`src/rtl/sh7034_ubc_mc_pkg.sv`:
```
// Shared definitions for the SH7034 multi-channel user break controller:
// register map, field layouts, init constants and byte-merge helpers.
package sh7034_ubc_mc_pkg;

  localparam logic [27:0] UBC_BASE      = 28'h5FFFF90;
  localparam logic [27:0] UBC_BRCR_ADDR = 28'h5FFFFD0;
  localparam logic [27:0] UBC_LAST_ADDR = 28'h5FFFFD3;
  localparam logic [15:0] BBR_RD_MASK   = 16'h00FF;
  localparam logic [15:0] BRCR_RD_MASK  = 16'h0F0F;
  localparam logic [31:0] REG_INIT      = 32'h0000_0000;

  typedef enum logic [1:0] {
    REG_BAR  = 2'd0,
    REG_BAMR = 2'd1,
    REG_BBR  = 2'd2,
    REG_RSV  = 2'd3
  } ch_reg_e;

  typedef struct packed {
    logic [1:0] cd;
    logic [1:0] id;
    logic [1:0] rw;
    logic [1:0] sz;
  } bbr_t;

  typedef struct packed {
    logic [3:0] rsv_hi;
    logic [3:0] en;
    logic [3:0] rsv_lo;
    logic [3:0] cmf;
  } brcr_t;

  localparam bbr_t  BBR_INIT  = bbr_t'(8'h00);
  localparam brcr_t BRCR_INIT = brcr_t'(16'h0000);

  function automatic logic [31:0] merge_be(input logic [31:0] old_v,
                                           input logic [31:0] new_v,
                                           input logic [3:0]  be);
    logic [31:0] res;
    for (int i = 0; i < 4; i++) begin
      res[8*i +: 8] = be[i] ? new_v[8*i +: 8] : old_v[8*i +: 8];
    end
    return res;
  endfunction

  function automatic logic [31:0] addr_mask(input int w);
    logic [31:0] m;
    for (int i = 0; i < 32; i++) begin
      m[i] = (i < w) ? 1'b1 : 1'b0;
    end
    return m;
  endfunction

endpackage

```
`src/rtl/sh7034_ubc_cmp.sv`:
```
// One break channel: BAR/BAMR/BBR storage and the registered bus-cycle
// comparison feeding the channel's flag.
module sh7034_ubc_cmp
  import sh7034_ubc_mc_pkg::*;
#(
  parameter int ADDR_W  = 28,
  parameter bit DISABLE = 1'b0
) (
  input  logic              CLK,
  input  logic              RST,
  input  logic              CE_R,
  input  logic              RES_N,
  input  logic              wr_bar,
  input  logic              wr_bamr,
  input  logic              wr_bbr,
  input  logic [31:0]       wdata,
  input  logic [3:0]        be,
  input  logic              en,
  input  logic [ADDR_W-1:0] mon_a,
  input  logic              mon_valid,
  input  logic              mon_we,
  input  logic              mon_if,
  input  logic              mon_dma,
  input  logic [1:0]        mon_sz,
  output logic [31:0]       bar_rd,
  output logic [31:0]       bamr_rd,
  output logic [31:0]       bbr_rd,
  output logic              hit
);

  localparam logic [31:0] A_MASK = addr_mask(ADDR_W);

  logic [31:0]       bar_r;
  logic [31:0]       bamr_r;
  bbr_t              bbr_r;
  logic              hit_r;
  logic [ADDR_W-1:0] diff_s;
  logic              match_s;

  // Per-cycle comparison; a 00 in CD/ID/RW leaves no accepted case.
  always_comb begin
    diff_s  = (mon_a ^ bar_r[ADDR_W-1:0]) & ~bamr_r[ADDR_W-1:0];
    match_s = mon_valid && en && !DISABLE
              && (diff_s == {ADDR_W{1'b0}})
              && (mon_dma ? bbr_r.cd[1] : bbr_r.cd[0])
              && (mon_if  ? bbr_r.id[0] : bbr_r.id[1])
              && (mon_we  ? bbr_r.rw[1] : bbr_r.rw[0])
              && ((bbr_r.sz == 2'b00) || (bbr_r.sz == mon_sz));
  end

  // Channel registers and the hit stage of the match pipeline.
  always_ff @(posedge CLK or posedge RST) begin
    if (RST) begin
      bar_r  <= REG_INIT;
      bamr_r <= REG_INIT;
      bbr_r  <= BBR_INIT;
      hit_r  <= 1'b0;
    end else if (!RES_N) begin
      bar_r  <= REG_INIT;
      bamr_r <= REG_INIT;
      bbr_r  <= BBR_INIT;
      hit_r  <= 1'b0;
    end else if (CE_R) begin
      if (wr_bar)         bar_r  <= merge_be(bar_r, wdata, be) & A_MASK;
      if (wr_bamr)        bamr_r <= merge_be(bamr_r, wdata, be) & A_MASK;
      if (wr_bbr && be[2]) bbr_r <= bbr_t'(wdata[23:16]);
      hit_r <= match_s;
    end
  end

  assign bar_rd  = bar_r;
  assign bamr_rd = bamr_r;
  assign bbr_rd  = {16'({8'h00, bbr_r}) & BBR_RD_MASK, 16'h0000};
  assign hit     = hit_r;

endmodule

```
`src/rtl/sh7034_ubc_mc.sv`:
```
// SH7034 multi-channel user break controller: register decode, BRCR
// flags/enables, read capture and the level break interrupt.
module sh7034_ubc_mc
  import sh7034_ubc_mc_pkg::*;
#(
  parameter int NUM_CH  = 2,
  parameter int ADDR_W  = 28,
  parameter bit DISABLE = 1'b0
) (
  input  logic              CLK,
  input  logic              RST,
  input  logic              CE_R,
  input  logic              CE_F,
  input  logic              RES_N,
  input  logic [27:0]       IBUS_A,
  input  logic [31:0]       IBUS_DI,
  output logic [31:0]       IBUS_DO,
  input  logic [3:0]        IBUS_BA,
  input  logic              IBUS_WE,
  input  logic              IBUS_REQ,
  output logic              IBUS_BUSY,
  output logic              IBUS_ACT,
  input  logic [ADDR_W-1:0] MON_A,
  input  logic              MON_VALID,
  input  logic              MON_WE,
  input  logic              MON_IF,
  input  logic              MON_DMA,
  input  logic [1:0]        MON_SZ,
  output logic              IRQ
);

  localparam logic [3:0] CH_MASK = 4'((5'd1 << NUM_CH) - 5'd1);

  logic        reg_sel_s;
  logic        brcr_sel_s;
  logic        chan_sel_s;
  logic        wr_s;
  logic [3:0]  blk_s;
  ch_reg_e     reg_idx_s;
  logic [31:0] bar_rd_s  [4];
  logic [31:0] bamr_rd_s [4];
  logic [31:0] bbr_rd_s  [4];
  logic [3:0]  hit_vec_s;
  logic [3:0]  cmf_clr_s;
  logic [3:0]  cmf_nxt_s;
  logic [3:0]  en_nxt_s;
  logic [3:0]  cmf_r;
  logic [3:0]  en_r;
  logic [31:0] rd_data_s;
  logic [31:0] do_r;
  logic        irq_r;
  brcr_t       brcr_s;

  assign reg_sel_s  = (IBUS_A >= UBC_BASE) && (IBUS_A <= UBC_LAST_ADDR);
  assign blk_s      = IBUS_A[7:4] - 4'h9;
  assign reg_idx_s  = ch_reg_e'(IBUS_A[3:2]);
  assign brcr_sel_s = reg_sel_s && (IBUS_A[27:2] == UBC_BRCR_ADDR[27:2]);
  assign chan_sel_s = reg_sel_s && (blk_s < 4'(NUM_CH));
  assign wr_s       = reg_sel_s && IBUS_REQ && IBUS_WE && !DISABLE;

  for (genvar n = 0; n < 4; n++) begin : g_ch
    if (n < NUM_CH) begin : g_on
      logic sel_s;
      assign sel_s = wr_s && chan_sel_s && (blk_s[1:0] == 2'(n));
      sh7034_ubc_cmp #(.ADDR_W(ADDR_W), .DISABLE(DISABLE)) u_cmp (
        .CLK       (CLK),
        .RST       (RST),
        .CE_R      (CE_R),
        .RES_N     (RES_N),
        .wr_bar    (sel_s && (reg_idx_s == REG_BAR)),
        .wr_bamr   (sel_s && (reg_idx_s == REG_BAMR)),
        .wr_bbr    (sel_s && (reg_idx_s == REG_BBR)),
        .wdata     (IBUS_DI),
        .be        (IBUS_BA),
        .en        (en_r[n]),
        .mon_a     (MON_A),
        .mon_valid (MON_VALID),
        .mon_we    (MON_WE),
        .mon_if    (MON_IF),
        .mon_dma   (MON_DMA),
        .mon_sz    (MON_SZ),
        .bar_rd    (bar_rd_s[n]),
        .bamr_rd   (bamr_rd_s[n]),
        .bbr_rd    (bbr_rd_s[n]),
        .hit       (hit_vec_s[n])
      );
    end else begin : g_off
      assign bar_rd_s[n]  = REG_INIT;
      assign bamr_rd_s[n] = REG_INIT;
      assign bbr_rd_s[n]  = REG_INIT;
      assign hit_vec_s[n] = 1'b0;
    end
  end

  // Flag/enable next state; a hit landing with a write-clear keeps the flag.
  always_comb begin
    if (wr_s && brcr_sel_s && IBUS_BA[2]) begin
      cmf_clr_s = ~IBUS_DI[19:16];
    end else begin
      cmf_clr_s = 4'h0;
    end
    if (wr_s && brcr_sel_s && IBUS_BA[3]) begin
      en_nxt_s = IBUS_DI[27:24] & CH_MASK;
    end else begin
      en_nxt_s = en_r;
    end
    cmf_nxt_s = ((cmf_r & ~cmf_clr_s) | hit_vec_s) & CH_MASK;
  end

  // Read data selection for the addressed register.
  always_comb begin
    brcr_s     = BRCR_INIT;
    brcr_s.en  = en_r;
    brcr_s.cmf = cmf_r;
    rd_data_s  = REG_INIT;
    if (DISABLE) begin
      rd_data_s = REG_INIT;
    end else if (brcr_sel_s) begin
      rd_data_s = {16'(brcr_s) & BRCR_RD_MASK, 16'h0000};
    end else if (chan_sel_s) begin
      case (reg_idx_s)
        REG_BAR:  rd_data_s = bar_rd_s[blk_s[1:0]];
        REG_BAMR: rd_data_s = bamr_rd_s[blk_s[1:0]];
        REG_BBR:  rd_data_s = bbr_rd_s[blk_s[1:0]];
        default:  rd_data_s = REG_INIT;
      endcase
    end else begin
      rd_data_s = REG_INIT;
    end
  end

  // BRCR state, registered interrupt and falling-phase read capture.
  always_ff @(posedge CLK or posedge RST) begin
    if (RST) begin
      cmf_r <= 4'h0;
      en_r  <= 4'h0;
      irq_r <= 1'b0;
      do_r  <= REG_INIT;
    end else if (!RES_N) begin
      cmf_r <= 4'h0;
      en_r  <= 4'h0;
      irq_r <= 1'b0;
      do_r  <= REG_INIT;
    end else begin
      if (CE_R) begin
        cmf_r <= cmf_nxt_s;
        en_r  <= en_nxt_s;
        irq_r <= (|(cmf_nxt_s & en_nxt_s)) && !DISABLE;
      end
      if (CE_F && reg_sel_s && IBUS_REQ && !IBUS_WE) begin
        do_r <= rd_data_s;
      end
    end
  end

  assign IBUS_DO   = reg_sel_s ? do_r : REG_INIT;
  assign IBUS_BUSY = 1'b0;
  assign IBUS_ACT  = reg_sel_s;
  assign IRQ       = irq_r;

endmodule

```
`config.mk`:
```
export PLATFORM = sky130hd
export DESIGN_NAME = sh7034_ubc_mc
export DESIGN_NICKNAME = d
export VERILOG_FILES = /design/src/rtl/sh7034_ubc_mc_pkg.sv /design/src/rtl/sh7034_ubc_cmp.sv /design/src/rtl/sh7034_ubc_mc.sv
export SDC_FILE = /design/constraint.sdc
export NUM_CORES = 1
export LEC_CHECK = 0
export ABC_CLOCK_PERIOD_IN_PS = 2700
export BUFFER_PORTS_ARGS = -buffer_cell sky130_fd_sc_hd__buf_2
export CAP_MARGIN = 30
export CORE_ASPECT_RATIO = 1.1
export CORE_UTILIZATION = 59
export DETAILED_ROUTE_END_ITERATION = 12
export PLACE_DENSITY = 0.81
export SYNTH_ARGS = -nofsm -noshare
export SYNTH_HDL_FRONTEND = slang
export SYNTH_HIERARCHICAL = 1
export SYNTH_SLANG_ARGS = --single-unit
export TNS_END_PERCENT = 100
```
`constraint.sdc`:
```
create_clock -name CLK -period 2.7 [get_ports CLK]
set_input_delay 0.27 -clock CLK [delete_from_list [all_inputs] [get_ports CLK]]
set_output_delay 0.27 -clock CLK [all_outputs]
set_load 0.005 [all_outputs]
```
==> flow_metrics.py, run 1 <==
metrics = {
    "min_path": {
        "hold_path_class": "in2reg",
    },
    "floorplanning": {
        "die_x_microns": 129,
        "fp.dieArea_sq_um": 18200,
        "rows": 50,
        "start_util_pct": 60.9,
        "ios": 140,
        "die_h_microns": 142,
        "core_area_sq_um": 17100,
    },
    "timing": {
        "fin_crit_ns": 2.54,
        "rsz0062_at_grt": "no",
        "fmax_mhz": 394,
        "postLayoutSetupSlackWorst_ns": 0.163,
        "setup_viol": 0,
        "finalMaxSlewViolations": 0,
        "finClkSkew_ns": 0.00853,
        "hold_violations": 0,
        "relSlewSlack_pct": 48.9,
        "fin_tns_setup_ns": 0,
        "tightest_slew_ns": 0.766,
        "fin_crit_sh_pct": 94.0,
    },
    "clock_tree": {
        "htree_levels": 4,
        "worstSkewPairLatency_ns": 0.43,
        "cts_root_buf": "clkbuf_16",
        "clockBufferDepth": 2,
        "clock-sinks": 167,
        "cts_inserted_buffers": 17,
        "tritoncts": "yes",
        "postCtsSetupRepairBufs": 0,
        "path_clk_slew_ns": 0.06,
    },
    "detailed_routing": {
        "ant_nets": 0,
        "dr.first_iter.drc_count": 593,
        "viasPerCell": 5.94,
        "vias": 8079,
        "dr.pass1.iters": 5,
        "routed_wl_mm": 28.6,
        "route.detailed.drc": 0,
        "detail_route.wl_per_cell_microns": 21.0,
    },
    "synth": {
        "synth_area_sq_um": 10400,
        "synth_seq_cells": 167,
        "async_flop_share_pct": 100,
        "ys.flop_type": "dfrtp_1",
        "seq_area_frac_synth_pct": 40.0,
        "yosysWarningCount": 6,
        "syn_inst": 957,
        "syn_area_per_cell_sq_um": 10.9,
        "synth_edf_count": 0,
        "ys_types": 58,
    },
    "place": {
        "dp_slack_ns": -0.268,
        "place.gp.congestion": 0.879,
        "dpl.hpwl_mm": 19.9,
        "port_buffers": 134,
    },
    "pwr": {
        "leakagePower_nw": 5.68,
        "p_per_area_nw_per_um2": 549,
        "power_mw": 6.64,
        "vdd_drop_max_v": 0.000408,
    },
    "setup_path": {
        "cp-endpoint": "g_ch[1].g_on.u_cmp/bar_rd[5]",
        "rr_worst_depth": 5,
        "startpoint": "IBUS_A[19]",
        "timing.rr.start": "g_ch[0].g_on.u_cmp/hit",
        "required_ns": 3.01,
        "worstSetupPathType": "in2reg",
        "cp.arrival_ns": 2.85,
        "crit_path_start_kind": "input pin",
        "reg2reg_slack_ns": 1.08,
        "r2r-end": "IRQ",
        "cp-end-kind": "flip-flop",
        "critPathMaxFanout": 8,
    },
    "final_layout": {
        "layout_common_cells": "167 x dfrtp_1, 133 x buf_2, 115 x mux2_2, 82 x and2_1, 65 x conb_1",
        "final_nets": 1220,
        "n_antenna_cell": 0,
        "area_growth_pct": 15.8,
        "drive_gt1_share_pct": 37.3,
        "layout_commonest_cell": "dfrtp_1",
        "fillers": 1268,
    },
    "grt": {
        "antenna_found_initial": 0,
        "grt_pass1_vias": 8331,
        "grt_max_degree": 66,
        "grt_remaining_overflow": 0,
        "grtUsageTotal_pct": 33.1,
        "grt_pass1_wl_mm": 44.6,
    },
    "job": {
        "cap_violations": 0,
    },
    "run_status": {
        "status": "complete, no violations",
    },
}
## worst min-delay path by stage
stage                      from                             end  slack, ns  cells after the start
detailed placement          RST                         do_r[8]       0.36                      2
CTS                 IBUS_DI[27]   g_ch[1].g_on.u_cmp/bar_rd[27]       0.17                      3
finish              IBUS_DI[27]   g_ch[1].g_on.u_cmp/bar_rd[27]       0.18                      3
global placement            RST                         do_r[8]       0.34                      2
floorplan                  CE_R                        cmf_r[1]       0.40                      2
global route        IBUS_DI[27]  g_ch[1].g_on.u_cmp/bamr_rd[27]       0.18                      3
## where the power goes
part	leakage [nW]	total, mW	switching (mW)	internal (mW)
registers	2.21	2.79	0.141	2.65
clock network	0.324	2.78	1.02	1.76
logic	3.15	1.07	0.560	0.510
total	5.68	6.64	1.72	4.92
## layout make-up
class	count	area [sq um]	share of cell area, %
Clock inverter	12	224	1.85
Clock buffer	20	447	3.69
Sequential cell	167	4180	34.6
Multi-Input combinational cell	734	5780	47.8
Tap cell	234	293	2.42
Timing Repair Buffer	178	1120	9.25
Inverter	14	52.6	0.435
## stage by stage
stage	util, %	hold slack, ns	cells	area, sq um
after floorplan	-	0.401	1019	10700
after global placement	66.5	0.339	1326	11400
after detailed placement	66.5	0.358	1326	11400
after CTS	70.5	0.170	1359	12100
after global routing	70.5	0.178	1359	12100
final	70.5	0.180	1359	12100
## metal layers
metal / vias to the layer above / wire length, microns / global-route usage (%)
li1: 3586 / - / -
met1: 4027 / 11100 / 41.1
met2: 370 / 14000 / 54.2
met3: 96 / 2140 / 7.32
met4: 0 / 1330 / 17.5
met5: - / 0 / 0
## kinds of logic after synthesis
kind of cell	synth area share (%)
buffers and inverters	7.22
xor gates and xnor gates	4.70
AOI/OAI and AO/OA	8.55
other	0.108
muxes	23.8
adders and majority gates	0.359
and+or+nand+nor	15.3
DFF	40.0
## worst max-delay path, stage by stage
cell and delay, ns:
buf_2 0.08, nand4_1 0.11, or4_4 0.56, nor3_2 0.21, and3_1 0.26, nand4_1 0.24
nor3_4 0.32, nand3_1 0.13, nand2_2 0.28, mux2_2 0.39
## registers in the layout (all words and copies together), names as in the netlist
| register | cells |
|---|---|
| cmf_r | 2 |
| IRQ | 1 |
| do_r | 32 |
| g_ch.g_on.u_cmp/bar_rd | 56 |
| g_ch.g_on.u_cmp/hit | 2 |
| g_ch.g_on.u_cmp/bamr_rd | 56 |
| g_ch.g_on.u_cmp/bbr_rd | 16 |
| en_r | 2 |
## timing repair
item / 4_1_cts / 5_1_grt
endpoints found under the setup margin: 0 / 10
resized for setup: 0 / 1
hold endpoints to repair: 75 / 0
hold buffers: 1 / 0
## cell usage after synthesis (7+ instances only)
cell        n  area [sq um]
o21ai_0    10          50.1
o21ai_2    28           245
nor2_1     50           188
buf_4      69           518
xnor2_1    56           490
inv_1      13          48.8
clkbuf_1   16          60.1
dfrtp_1   167          4180
nand2_2    14          87.6
and2_1     82           513
nand2_1    45           169
nand4_1    14          87.6
mux4_2     29           653
nand3_1    24           120
nor4_1      7          43.8
o22ai_1    27           169
mux2_2    115          1290
mux2i_1    51           510
nor2b_1    17           106
nand2b_1    8          50.1
buf_2      12          60.1
a21oi_1    33           165
Note: power is estimated with default switching activity, not from simulation.
==> inputs of run 2 (changes only) <==
--- a/config.mk
+++ b/config.mk
@@ -5,6 +5,7 @@
 export SDC_FILE = /design/constraint.sdc
 export NUM_CORES = 1
 export LEC_CHECK = 0
+export ABC_AREA = 1
 export ABC_CLOCK_PERIOD_IN_PS = 2700
 export BUFFER_PORTS_ARGS = -buffer_cell sky130_fd_sc_hd__buf_2
 export CAP_MARGIN = 30
==> run 2 against run 1 <==
Net effect: via count is 28% higher; non-clock buffer count down 1; count of clock-buffer cells in the layout unchanged; routed wire length up 7.0%; sequential cell count is the same; critical path type is now in2out.
==> flow_metrics.py, run 2 <==
metrics = {
    "clock_tree": {
        "htree_levels": 4,
        "worstSkewPairLatency_ns": 0.44,
        "cts_hold_buf": 1,
        "clockBufferDepth": 2,
        "cts_resized": 0,
        "clock-sinks": 167,
        "cts_root_buf": "clkbuf_16",
        "postCtsSetupRepairBufs": 0,
        "tritoncts": "yes",
        "path_clk_slew_ns": 0.07,
        "cts_inserted_buffers": 17,
    },
    "pwr": {
        "vdd_drop_max_v": 0.000441,
        "p_per_area_nw_per_um2": 559,
        "leakagePower_nw": 6.03,
    },
    "place": {
        "dpl.hpwl_mm": 20.6,
        "port_buffers": 134,
        "place.gp.congestion": 0.862,
    },
    "synth": {
        "synth_edf_count": 0,
        "seq_area_frac_synth_pct": 39.1,
        "synth_area_leaders": "dfrtp_1 39%, nand2_1 15%, nor2_1 6.0%, o21ai_0 5.8%, buf_4 4.9%",
        "syn_inst": 1453,
        "synth_top_area_share_pct": 39.1,
        "synth_seq_cells": 167,
        "yosysWarningCount": 6,
        "syn_area_per_cell_sq_um": 7.36,
        "yosysMostFrequentCell": "nand2_1",
        "ys_types": 41,
        "synth_area_sq_um": 10700,
        "async_flop_share_pct": 100,
        "synth_commonest_cells": "426 x nand2_1, 171 x nor2_1, 167 x dfrtp_1, 135 x inv_1, 123 x o21ai_0",
        "yosys.area.top_type": "dfrtp_1",
        "ys.flop_type": "dfrtp_1",
    },
    "min_path": {
        "hold_path_end": "g_ch[1].g_on.u_cmp/bamr_rd[6]",
        "hold_path_class": "in2reg",
        "hold_start": "IBUS_DI[6]",
        "hold_path_depth": 3,
    },
    "floorplanning": {
        "core_area_sq_um": 17700,
        "rows": 51,
        "die_h_microns": 143,
        "die_x_microns": 130,
        "fp.dieArea_sq_um": 18700,
        "ios": 140,
        "start_util_pct": 60.3,
    },
    "setup_path": {
        "worstSetupPathType": "in2out",
        "cp-end-kind": "primary output",
        "cp_slowest_cell": "ha_1",
        "crit_path_start_kind": "input pin",
        "required_ns": 2.43,
        "critPathMaxFanout": 32,
        "cp.buffers_inverters": 7,
        "cp_common_cell": "inv_1",
        "slowest_delay_ns": 0.27,
        "cp.arrival_ns": 2.03,
        "path_cells": "buf_2, inv_1, ha_1, nand3_2, nor2_2, inv_1, nand2_1, nand2_2, nor2_4, buf_4, inv_1, buf_4, nor2_1, buf_2",
        "timing.rr.start": "g_ch[0].g_on.u_cmp/bar_rd[10]",
        "path_delay_family": "buffers and inverters",
        "r2r-end": "g_ch[0].g_on.u_cmp/hit",
        "reg2reg_slack_ns": 1.27,
        "rr_worst_depth": 9,
    },
    "timing": {
        "rsz0062_at_grt": "no",
        "finClkSkew_ns": 0.00671,
        "fin_crit_ns": 2.30,
        "setup_viol": 0,
        "fin_tns_setup_ns": 0,
        "relSlewSlack_pct": 47.7,
        "hold_violations": 0,
        "fin_crit_sh_pct": 85.3,
        "fmax_mhz": 434,
        "finalMaxSlewViolations": 0,
        "tightest_slew_ns": 0.784,
    },
    "detailed_routing": {
        "route.detailed.drc": 0,
        "dr.pass1.iters": 6,
        "routed_wl_mm": 30.6,
        "dr.first_iter.drc_count": 1045,
        "viasPerCell": 5.63,
        "detail_route.wl_per_cell_microns": 16.7,
        "ant_nets": 0,
        "vias": 10300,
    },
    "job": {
        "cap_violations": 0,
    },
    "grt": {
        "grtUsageTotal_pct": 33.9,
        "grt_pass1_vias": 9708,
        "antenna_found_initial": 0,
        "grt_max_degree": 72,
        "grt_remaining_overflow": 0,
        "grt_pass1_wl_mm": 47.8,
    },
    "final_layout": {
        "final_nets": 1694,
        "area_growth_pct": 13.9,
        "layout_common_cells": "426 x nand2_1, 169 x nor2_1, 167 x dfrtp_1, 134 x buf_2, 133 x inv_1",
        "post-route-util_pct": 68.7,
        "layout_commonest_cell": "nand2_1",
        "n_antenna_cell": 0,
        "drive_gt1_share_pct": 19.5,
        "regArea_sq_um": 4180,
        "multiInputGateArea_sq_um": 5390,
        "fillers": 1530,
    },
    "run_status": {
        "status": "complete, no violations",
    },
}
-- run 2: per-stage QoR --
step	cells	power [mW]	area, sq um	worst slack (ns)	hold WS (ns)
6_report	1836	6.81	12200	0.396	0.114
5_1_grt	1836	7.06	12200	0.235	0.111
4_1_cts	1836	6.77	12200	0.386	0.115
3_5_place_dp	1804	4.15	11500	0.119	0.369
3_3_place_gp	1804	4.10	11500	0.191	0.361
2_1_floorplan	1515	3.76	10900	0.112	0.438
-- run 2: area by class of cell --
cell class | count | area share [%]
sequential | 167 | 34.3
clock buffer | 20 | 3.75
tap | 238 | 2.44
timing repair buffer | 177 | 9.61
multi-input combinational | 1084 | 44.2
clock inverter | 11 | 1.41
inverter | 139 | 4.29
-- run 2: how the worst max path moves through the flow --
stage | startpoint | slack, ns | cells past startpoint | to
floorplan | IBUS_A[4] | 0.11 | 19 | g_ch[1].g_on.u_cmp/bamr_rd[15]
global placement | IBUS_A[5] | 0.19 | 16 | g_ch[1].g_on.u_cmp/bamr_rd[26]
detailed placement | IBUS_A[5] | 0.12 | 16 | g_ch[0].g_on.u_cmp/bar_rd[24]
CTS | IBUS_A[5] | 0.39 | 14 | IBUS_DO[22]
global route | IBUS_A[5] | 0.24 | 14 | IBUS_DO[22]
finish | IBUS_A[5] | 0.40 | 14 | IBUS_DO[22]
-- run 2: kinds of logic (layout without fill, tap and decap cells) --
| logic type | Yosys count | in the layout | synth area share, % |
|---|---|---|---|
| other cells | 3 | 65 | 0.105 |
| fa+ha+maj | 3 | 3 | 0.351 |
| buf+inv | 264 | 347 | 12.8 |
| xor+xnor | 2 | 2 | 0.164 |
| compound gates | 327 | 327 | 20.9 |
| flops | 167 | 167 | 39.1 |
| simple gates | 687 | 687 | 26.6 |
-- run 2: power breakdown --
group / internal [mW] / total (mW) / switching [mW] / leakage [nW]
clock network: 1.60 / 2.66 / 1.06 / 0.303
registers: 2.70 / 2.89 / 0.190 / 2.20
logic: 0.470 / 1.26 / 0.793 / 3.53
total: 4.77 / 6.81 / 2.04 / 6.03
-- run 2: per-layer routing --
metal | global-route usage [%] | up-vias | wire, microns
met5 | 0 | - | 0
met4 | 17.4 | 0 | 1210
met3 | 6.18 | 115 | 2520
met1 | 43.4 | 4783 | 12400
li1 | - | 4905 | -
met2 | 54.8 | 541 | 14500
-- run 2: tightest hold or removal path, cell delays in order --
cell	delay [ns]
buf_2	0.10
nand2_1	0.08
o21ai_2	0.06
==> inputs of run 3 (changes only) <==
--- a/config.mk
+++ b/config.mk
@@ -10,6 +10,7 @@
 export BUFFER_PORTS_ARGS = -buffer_cell sky130_fd_sc_hd__buf_2
 export CAP_MARGIN = 30
 export CORE_ASPECT_RATIO = 1.1
+export CORE_MARGIN = 8
 export CORE_UTILIZATION = 59
 export DETAILED_ROUTE_END_ITERATION = 12
 export PLACE_DENSITY = 0.81
==> run 3 against run 2 <==
Net effect: clock power down 5%; critical path depth unchanged; global-route usage shrank 5.6 points; sequential share of layout area fell by 0.060 points; register-to-register slack gained 0.02 ns; routed wire length increased by 2.4%; critical path type unchanged; largest cell class unchanged; largest power group unchanged.
==> flow_metrics.py, run 3 (synthesis gave the netlist of run 2 again) <==
metrics = {
    "grt": {
        "grt_remaining_overflow": 0,
        "antenna_found_initial": 4,
        "grt_pass1_wl_mm": 50.1,
        "grt_pass1_vias": 10200,
        "grtUsageTotal_pct": 28.4,
        "grt_max_degree": 72,
    },
    "final_layout": {
        "layout_commonest_cell": "nand2_1",
        "post-route-util_pct": 68.8,
        "layout_common_cells": "425 x nand2_1, 169 x nor2_1, 167 x dfrtp_1, 134 x buf_2, 133 x inv_1",
        "area_growth_pct": 14.1,
        "drive_gt1_share_pct": 19.6,
        "final_nets": 1694,
    },
    "clock_tree": {
        "worstSkewPairLatency_ns": 0.43,
        "cts_inserted_buffers": 17,
        "clockBufferDepth": 2,
        "htree_levels": 4,
        "tritoncts": "yes",
        "postCtsSetupRepairBufs": 0,
        "path_clk_slew_ns": 0.07,
        "clock-sinks": 167,
        "cts_resized": 0,
        "cts_root_buf": "clkbuf_16",
    },
    "detailed_routing": {
        "vias": 10300,
        "routed_wl_mm": 31.3,
        "dr.first_iter.drc_count": 1033,
        "viasPerCell": 5.58,
        "ant_nets": 0,
        "dr.pass1.iters": 6,
        "detail_route.wl_per_cell_microns": 17.0,
        "route.detailed.drc": 0,
    },
    "floorplanning": {
        "fp.dieArea_sq_um": 22700,
        "rows": 51,
        "ios": 140,
        "die_h_microns": 157,
        "core_area_sq_um": 17700,
        "start_util_pct": 60.3,
        "die_x_microns": 144,
    },
    "setup_path": {
        "startpoint": "IBUS_A[5]",
        "path_cells": "buf_2, inv_1, ha_1, nand3_2, nor2_2, inv_1, nand2_1, nand2_2, nor2_4, buf_4, inv_1, buf_12, nor2_1, buf_2",
        "cp_common_cell": "inv_1",
        "cp_slowest_cell": "ha_1",
        "path_delay_family": "buffers and inverters",
        "timing.rr.start": "g_ch[1].g_on.u_cmp/bamr_rd[24]",
        "crit_path_start_kind": "input pin",
        "cp-end-kind": "primary output",
        "required_ns": 2.43,
        "slowest_delay_ns": 0.27,
        "worstSetupPathType": "in2out",
        "cp.arrival_ns": 2.14,
        "critPathMaxFanout": 25,
        "cp.buffers_inverters": 7,
    },
    "pwr": {
        "p_switching_mw": 1.99,
        "leakagePower_nw": 6.04,
        "comb_power_share_pct": 18.8,
        "p_sw_share_pct": 29.7,
        "vdd_drop_max_v": 0.000480,
        "pwr-share-clk_pct": 38.0,
        "p_seq_share_pct": 43.2,
        "p_int_mw": 4.71,
        "p_per_area_nw_per_um2": 549,
    },
    "run_status": {
        "status": "complete, no violations",
    },
    "timing": {
        "tightest_slew_ns": 0.781,
        "relSlewSlack_pct": 47.9,
        "fin_crit_sh_pct": 89.2,
        "hold_violations": 0,
        "finalMaxSlewViolations": 0,
        "postLayoutSetupSlackWorst_ns": 0.292,
        "setup_viol": 0,
        "rsz0062_at_grt": "no",
        "fin_tns_setup_ns": 0,
        "worst_hold_slack_ns": 0.122,
        "fin_crit_ns": 2.41,
        "finClkSkew_ns": 0.00589,
        "fmax_mhz": 415,
    },
    "place": {
        "port_buffers": 134,
        "dp_slack_ns": 0.0749,
        "dpl.hpwl_mm": 21.6,
        "place.gp.congestion": 0.885,
    },
    "job": {
        "cap_violations": 0,
    },
    "min_path": {
        "hold_path_class": "in2reg",
        "hold_start": "IBUS_DI[3]",
    },
}
run 3: per-layer routing:
layer	GRT usage, %	vias to the layer above	wire (microns)
met1	33.9	4741	12200
met3	5.60	95	2660
met4	13.8	2	1130
met2	48.0	511	15300
li1	-	4908	-
met5	0	-	9
run 3: power by group through the flow:
stage	Combinational [mW]	Sequential [mW]	Clock, mW
2_1_floorplan	0.881	2.88	0
3_3_place_gp	1.18	2.92	0
3_5_place_dp	1.21	2.93	0
4_1_cts	1.23	2.89	2.58
5_1_grt	1.39	2.92	2.68
6_report	1.26	2.90	2.54
run 3: tightest hold or removal path, stage by stage:
cell	delay (ns)
buf_2	0.10
nand2_1	0.08
o21ai_2	0.06
run 3: what timing repair did:
action                                 4_1_cts  5_1_grt
hold buffers                                 1        0
setup endpoints to repair                    0        0
endpoints found under the hold margin       33        0
run 3: per-stage QoR:
step           total power [mW]  cell area [sq um]  std cells
6_report                   6.70              12200       1839
5_1_grt                    6.99              12200       1839
4_1_cts                    6.71              12200       1836
3_5_place_dp               4.14              11600       1804
3_3_place_gp               4.10              11600       1804
2_1_floorplan              3.76              10900       1515
run 3: worst paths after layout:
kind                                             endpoint  slack, ns  depth (start not counted)
setup / recovery                               IBUS_DO[6]       0.29                         14
hold / removal              g_ch[1].g_on.u_cmp/bamr_rd[3]       0.12                          3
setup reg to reg                                 do_r[24]       1.29                          6
hold reg to reg            g_ch[1].g_on.u_cmp/bamr_rd[19]       0.51                          2
max in group asynchronous   g_ch[0].g_on.u_cmp/bbr_rd[21]       1.50                          4
min in group asynchronous   g_ch[1].g_on.u_cmp/bamr_rd[3]       0.49                          3
run 3: layout make-up:
cell class | instances | area, sq um
Inverter | 139 | 523
Multi-Input combinational cell | 1084 | 5390
Timing Repair Buffer | 177 | 1200
Fill cell | 1488 | 5530
Sequential cell | 167 | 4180
Antenna cell | 3 | 7.51
Clock inverter | 10 | 144
Tap cell | 238 | 298
Clock buffer | 21 | 470
